$ cat config.mk
export PLATFORM = sky130hd
export DESIGN_NAME = mem_be_sync_ram
export DESIGN_NICKNAME = d
export VERILOG_FILES = /design/src/rtl/mem_be_sync_ram.sv
export SDC_FILE = /design/constraint.sdc
export NUM_CORES = 1
export LEC_CHECK = 0
export CELL_PAD_IN_SITES_DETAIL_PLACEMENT = 1
export CELL_PAD_IN_SITES_GLOBAL_PLACEMENT = 1
export CORE_MARGIN = 8
export CORE_UTILIZATION = 55
export DETAILED_ROUTE_END_ITERATION = 10
export GPL_ROUTABILITY_DRIVEN = 0
export PLACE_DENSITY = 0.77
export SLEW_MARGIN = 20
export SYNTH_ARGS = -nofsm -noshare
export SYNTH_HDL_FRONTEND = slang
export SYNTH_SLANG_ARGS = --single-unit
$ cat constraint.sdc
create_clock -name clk -period 6.9 [get_ports clk]
set_input_delay 1.035 -clock clk [delete_from_list [all_inputs] [get_ports clk]]
set_output_delay 1.035 -clock clk [all_outputs]
set_load 0.05 [all_outputs]
$ cat src/rtl/mem_be_sync_ram.sv
// mem_be_sync_ram: byte-lane single-port RAM with request handshake, pipelined valid-qualified reads and self-clearing init
//   clk, rst                 : rising-edge clock, async active-high reset
//   req_valid/req_ready      : request handshake; ready only once the init sweep is complete
//   req_we, req_be, req_addr, req_wd : write flag, byte-lane enables, word address, write data
//   rsp_valid, rsp_rd, rsp_err : one-cycle read pulse, read data, out-of-range flag (data/err hold between pulses)
//   init_done                : clear sweep finished
module mem_be_sync_ram #(
    parameter int WIDTH    = 24,
    parameter int AMOUNT   = 64,
    parameter int READ_LAT = 1,
    parameter int AW       = $clog2(AMOUNT),
    parameter int LANES    = WIDTH / 8
) (
    input  logic             clk,
    input  logic             rst,
    input  logic             req_valid,
    output logic             req_ready,
    input  logic             req_we,
    input  logic [LANES-1:0] req_be,
    input  logic [AW-1:0]    req_addr,
    input  logic [WIDTH-1:0] req_wd,
    output logic             rsp_valid,
    output logic [WIDTH-1:0] rsp_rd,
    output logic             rsp_err,
    output logic             init_done
);
    typedef enum logic {INIT, RUN} state_t;
    state_t state_q, state_d;
    logic [AW-1:0] ptr_q, ptr_d;
    logic [WIDTH-1:0] mem [AMOUNT];
    logic acc, rd_acc, in_range, last;
    logic rv1_q, err1_q;
    logic [WIDTH-1:0] rd1_q;
    assign req_ready = state_q == RUN;
    assign init_done = state_q == RUN;
    assign acc       = req_valid & req_ready;
    assign rd_acc    = acc & ~req_we;
    assign in_range  = 32'(req_addr) < AMOUNT;
    assign last      = 32'(ptr_q) == AMOUNT - 1;
    always_comb begin
        state_d = (state_q == INIT && last) ? RUN : state_q;
        ptr_d   = (state_q == INIT) ? ptr_q + 1'b1 : ptr_q;
    end
    always_ff @(posedge clk or posedge rst) begin
        if (rst) begin
            state_q <= INIT;
            ptr_q   <= '0;
        end else begin
            state_q <= state_d;
            ptr_q   <= ptr_d;
        end
    end
    // No reset on the array so it maps onto RAM; the init sweep defines its contents.
    always_ff @(posedge clk) begin
        if (state_q == INIT)
            mem[ptr_q] <= '0;
        else if (acc && req_we && in_range)
            for (int i = 0; i < LANES; i++)
                if (req_be[i]) mem[req_addr][8*i +: 8] <= req_wd[8*i +: 8];
    end
    // Read samples pre-write contents, so a same-cycle or later write never leaks into this response.
    always_ff @(posedge clk or posedge rst) begin
        if (rst) begin
            rv1_q  <= 1'b0;
            rd1_q  <= '0;
            err1_q <= 1'b0;
        end else begin
            rv1_q <= rd_acc;
            if (rd_acc) begin
                rd1_q  <= in_range ? mem[req_addr] : '0;
                err1_q <= ~in_range;
            end
        end
    end
    if (READ_LAT == 2) begin : g_lat2
        logic rv2_q, err2_q;
        logic [WIDTH-1:0] rd2_q;
        always_ff @(posedge clk or posedge rst) begin
            if (rst) begin
                rv2_q  <= 1'b0;
                rd2_q  <= '0;
                err2_q <= 1'b0;
            end else begin
                rv2_q <= rv1_q;
                if (rv1_q) begin
                    rd2_q  <= rd1_q;
                    err2_q <= err1_q;
                end
            end
        end
        assign rsp_valid = rv2_q;
        assign rsp_rd    = rd2_q;
        assign rsp_err   = err2_q;
    end else begin : g_lat1
        assign rsp_valid = rv1_q;
        assign rsp_rd    = rd1_q;
        assign rsp_err   = err1_q;
    end
endmodule

==> results.cfg <==
[outcome]
status = completed

[timing]
worst_pin_slew_ns = 1.11
max_freq_mhz = 214
finalWorstSetupSlack_ns = 2.23
rsz0062_at_grt = false
finalCritPeriodShare = 0.676
finalSetupViolCount = 0
finalMaxSlewViolations = 0
fin_crit_ns = 4.67
fin_skew_ns = 0.0317
hold_viol = 0
slew_headroom = 0.263
final.setup.tns_ns = 0

[grt]
grt_first_pass_wirelength_um = 238000
antenna_found_initial = 1
grt_start_max_net_pins = 145
grt_pass1_vias = 33100
gr-total-overflow = 0
grt_usage = 0.268

[clock_tree]
cts.sinks = 1568
cts_tree = done
postCtsSetupBuffers = 0
post_cts_resized = 0
numCtsBuffers = 152
ctsHtreeMaxLevel = 4
cts_root_buf = clkbuf_16
clk_pin_slew_worst_paths_ns = 0.06
clk_latency_ns = 0.77
cts_hold_buf = 0
ctsLongestPathBuffers = 3

[setup_path]
end_kind = flip-flop
critPathKind = input port to flip-flop
start_kind = input port
arrival_ns = 5.06
critPathRequiredTime_ns = 7.29
cp_max_fo = 17

[layout]
fillers = 9131
drive_gt1_frac = 0.186
final_common_cell = edfxtp_1
antennaDiodeCount = 0
area_growth_pct = 11.7
ff_latch_area_um2 = 46900
nets = 3227
fin_cells = 4798
multi_input_area_um2 = 13500
layout_common_cells = 1536 x edfxtp_1, 339 x mux2i_1, 216 x mux4_2

[pwr]
switchingPower_mw = 3.83
combPwrFrac = 0.022
leakage_nw = 18.4
p_clk_frac = 0.438
p_seq_frac = 0.540
internal-power_mw = 15.2
swShare = 0.201
irDropWorstVdd_mv = 0.246
p_per_area_nw_per_um2 = 279

[routing]
viasPerCell = 6.64
ant_nets = 0
detail_route.wl_per_cell_um = 34.6
wl_um = 166000
first_iter_violations = 3791
first_pass_iters = 5
drc_errors = 0
route.vias.total = 31900

[run]
maxCapViolCount = 0

[placed_design]
pre_cts_ws_ns = 1.33
dp_cells = 4522
place.detailed.hpwl_um = 99100
io_buffers = 63

[yosys]
async_reset_ff_frac = 0.0204
ys_ff_latch = 1568
syn_area_um2 = 61300
netlist_instances = 3114
yosysSeqAreaShare = 0.766
synth_edf_count = 1536
synth_top_flop_cell = edfxtp_1
syn-num-nets = 3152
synthDistinctLibCells = 37
ys_warn_count = 0
synth.avg_cell_area_um2 = 19.7

[floorplan]
core-area_um2 = 111000
rows = 122
start_util = 0.554
die_area_um2 = 122000
dieHeight_um = 350
die_w_um = 350
ioPinCount = 65

[worst_hold_path]
min_path_type = flip-flop to flip-flop
## state kept, by name, summed over array words and instances (netlist names)
register	flops
mem	1536
rsp_rd	24
ptr_q	6
init_done	1
rsp_valid	1
## cells in the mapped netlist (13+ instances only)
cell type  number  area [µm²]
and3_1         25         156
dfrtp_1        32         801
nand2_1        40         150
nor2b_1        28         175
nand3_1        13        65.1
a22oi_1       144        1080
a221o_1        24         240
edfxtp_1     1536       46100
mux2i_1       339        3390
buf_6          13         146
a31oi_1        48         300
clkbuf_1       86         323
a21oi_1        24         120
mux4_2        216        4860
buf_2          57         285
a211oi_1       72         541
and2_1         27         169
o22ai_1        48         300
buf_4          30         225
nor2_1        201         754
mux2_2         74         833
## per-stage QoR
stage	power (mW)	hold slack (ns)	area, µm²	utilization
after floorplan	10.8	0.483	61300	-
after global placement	10.9	0.517	63300	0.572
after detailed placement	10.9	0.530	63400	0.573
after CTS	19.1	0.542	68400	0.618
after global routing	19.4	0.566	68400	0.618
final	19.1	0.541	68400	0.618
## power groups by stage
stage          combinational [mW]  clock (mW)  sequential (mW)
6_report                    0.416        8.36             10.3
4_1_cts                     0.408        8.42             10.3
5_1_grt                     0.432        8.72             10.3
3_5_place_dp                0.405           0             10.5
2_1_floorplan               0.302           0             10.5
3_3_place_gp                0.385           0             10.5
## critical path, cell delays in order
cell and delay [ns]:
clkdlybuf4s50_1 0.49, o311ai_4 0.75, mux2i_1 0.61, nand3_2 0.97, buf_4 0.56, nor2_1 0.60
## logic make-up (layout without fill, tap and decap cells)
group	Yosys count	in the layout	share of synthesized area
simple gates	342	342	0.0249
flops	1568	1568	0.766
compound gates	371	371	0.0435
mux	629	629	0.148
buf+inv	197	393	0.0167
fa+ha+maj	1	1	0.000204
xor+xnor	5	5	0.000714
other cells	1	1	0.0000612
## layout make-up
type,instances,share of cell area
Clock buffer,192,0.0590
Clock inverter,83,0.0139
Inverter,3,0.000165
Multi-Input combinational cell,1349,0.197
Sequential cell,1568,0.686
Tap cell,1488,0.0272
Timing Repair Buffer,115,0.0171
## path summary, 6_finish.rpt
path / from / end / slack [ns] / cells after the start
setup reg to reg: init_done$_DFFE_PP0P_ / mem[16][7]$_DFFE_PP_ / 2.67 / 5
hold reg to reg: rsp_rd[8]$_DFFE_PP0P_ / rsp_rd[8]$_DFFE_PP0P_ / 0.54 / 1
max in group asynchronous: rst / rsp_rd[0]$_DFFE_PP0P_ / 5.39 / 2
hold / removal: rsp_rd[8]$_DFFE_PP0P_ / rsp_rd[8]$_DFFE_PP0P_ / 0.54 / 1
setup / recovery: req_be[0] / mem[16][7]$_DFFE_PP_ / 2.23 / 6
min in group asynchronous: rst / rsp_valid$_DFF_PP0_ / 0.85 / 2
## routing by layer
layer	GRT usage	part of all wire	wire length, µm
met5	0	0	0
met1	0.372	0.40	65800
met2	0.439	0.49	81100
met4	0.0870	0.031	5140
met3	0.0427	0.083	13700
Power figures use the tool's default switching activity.
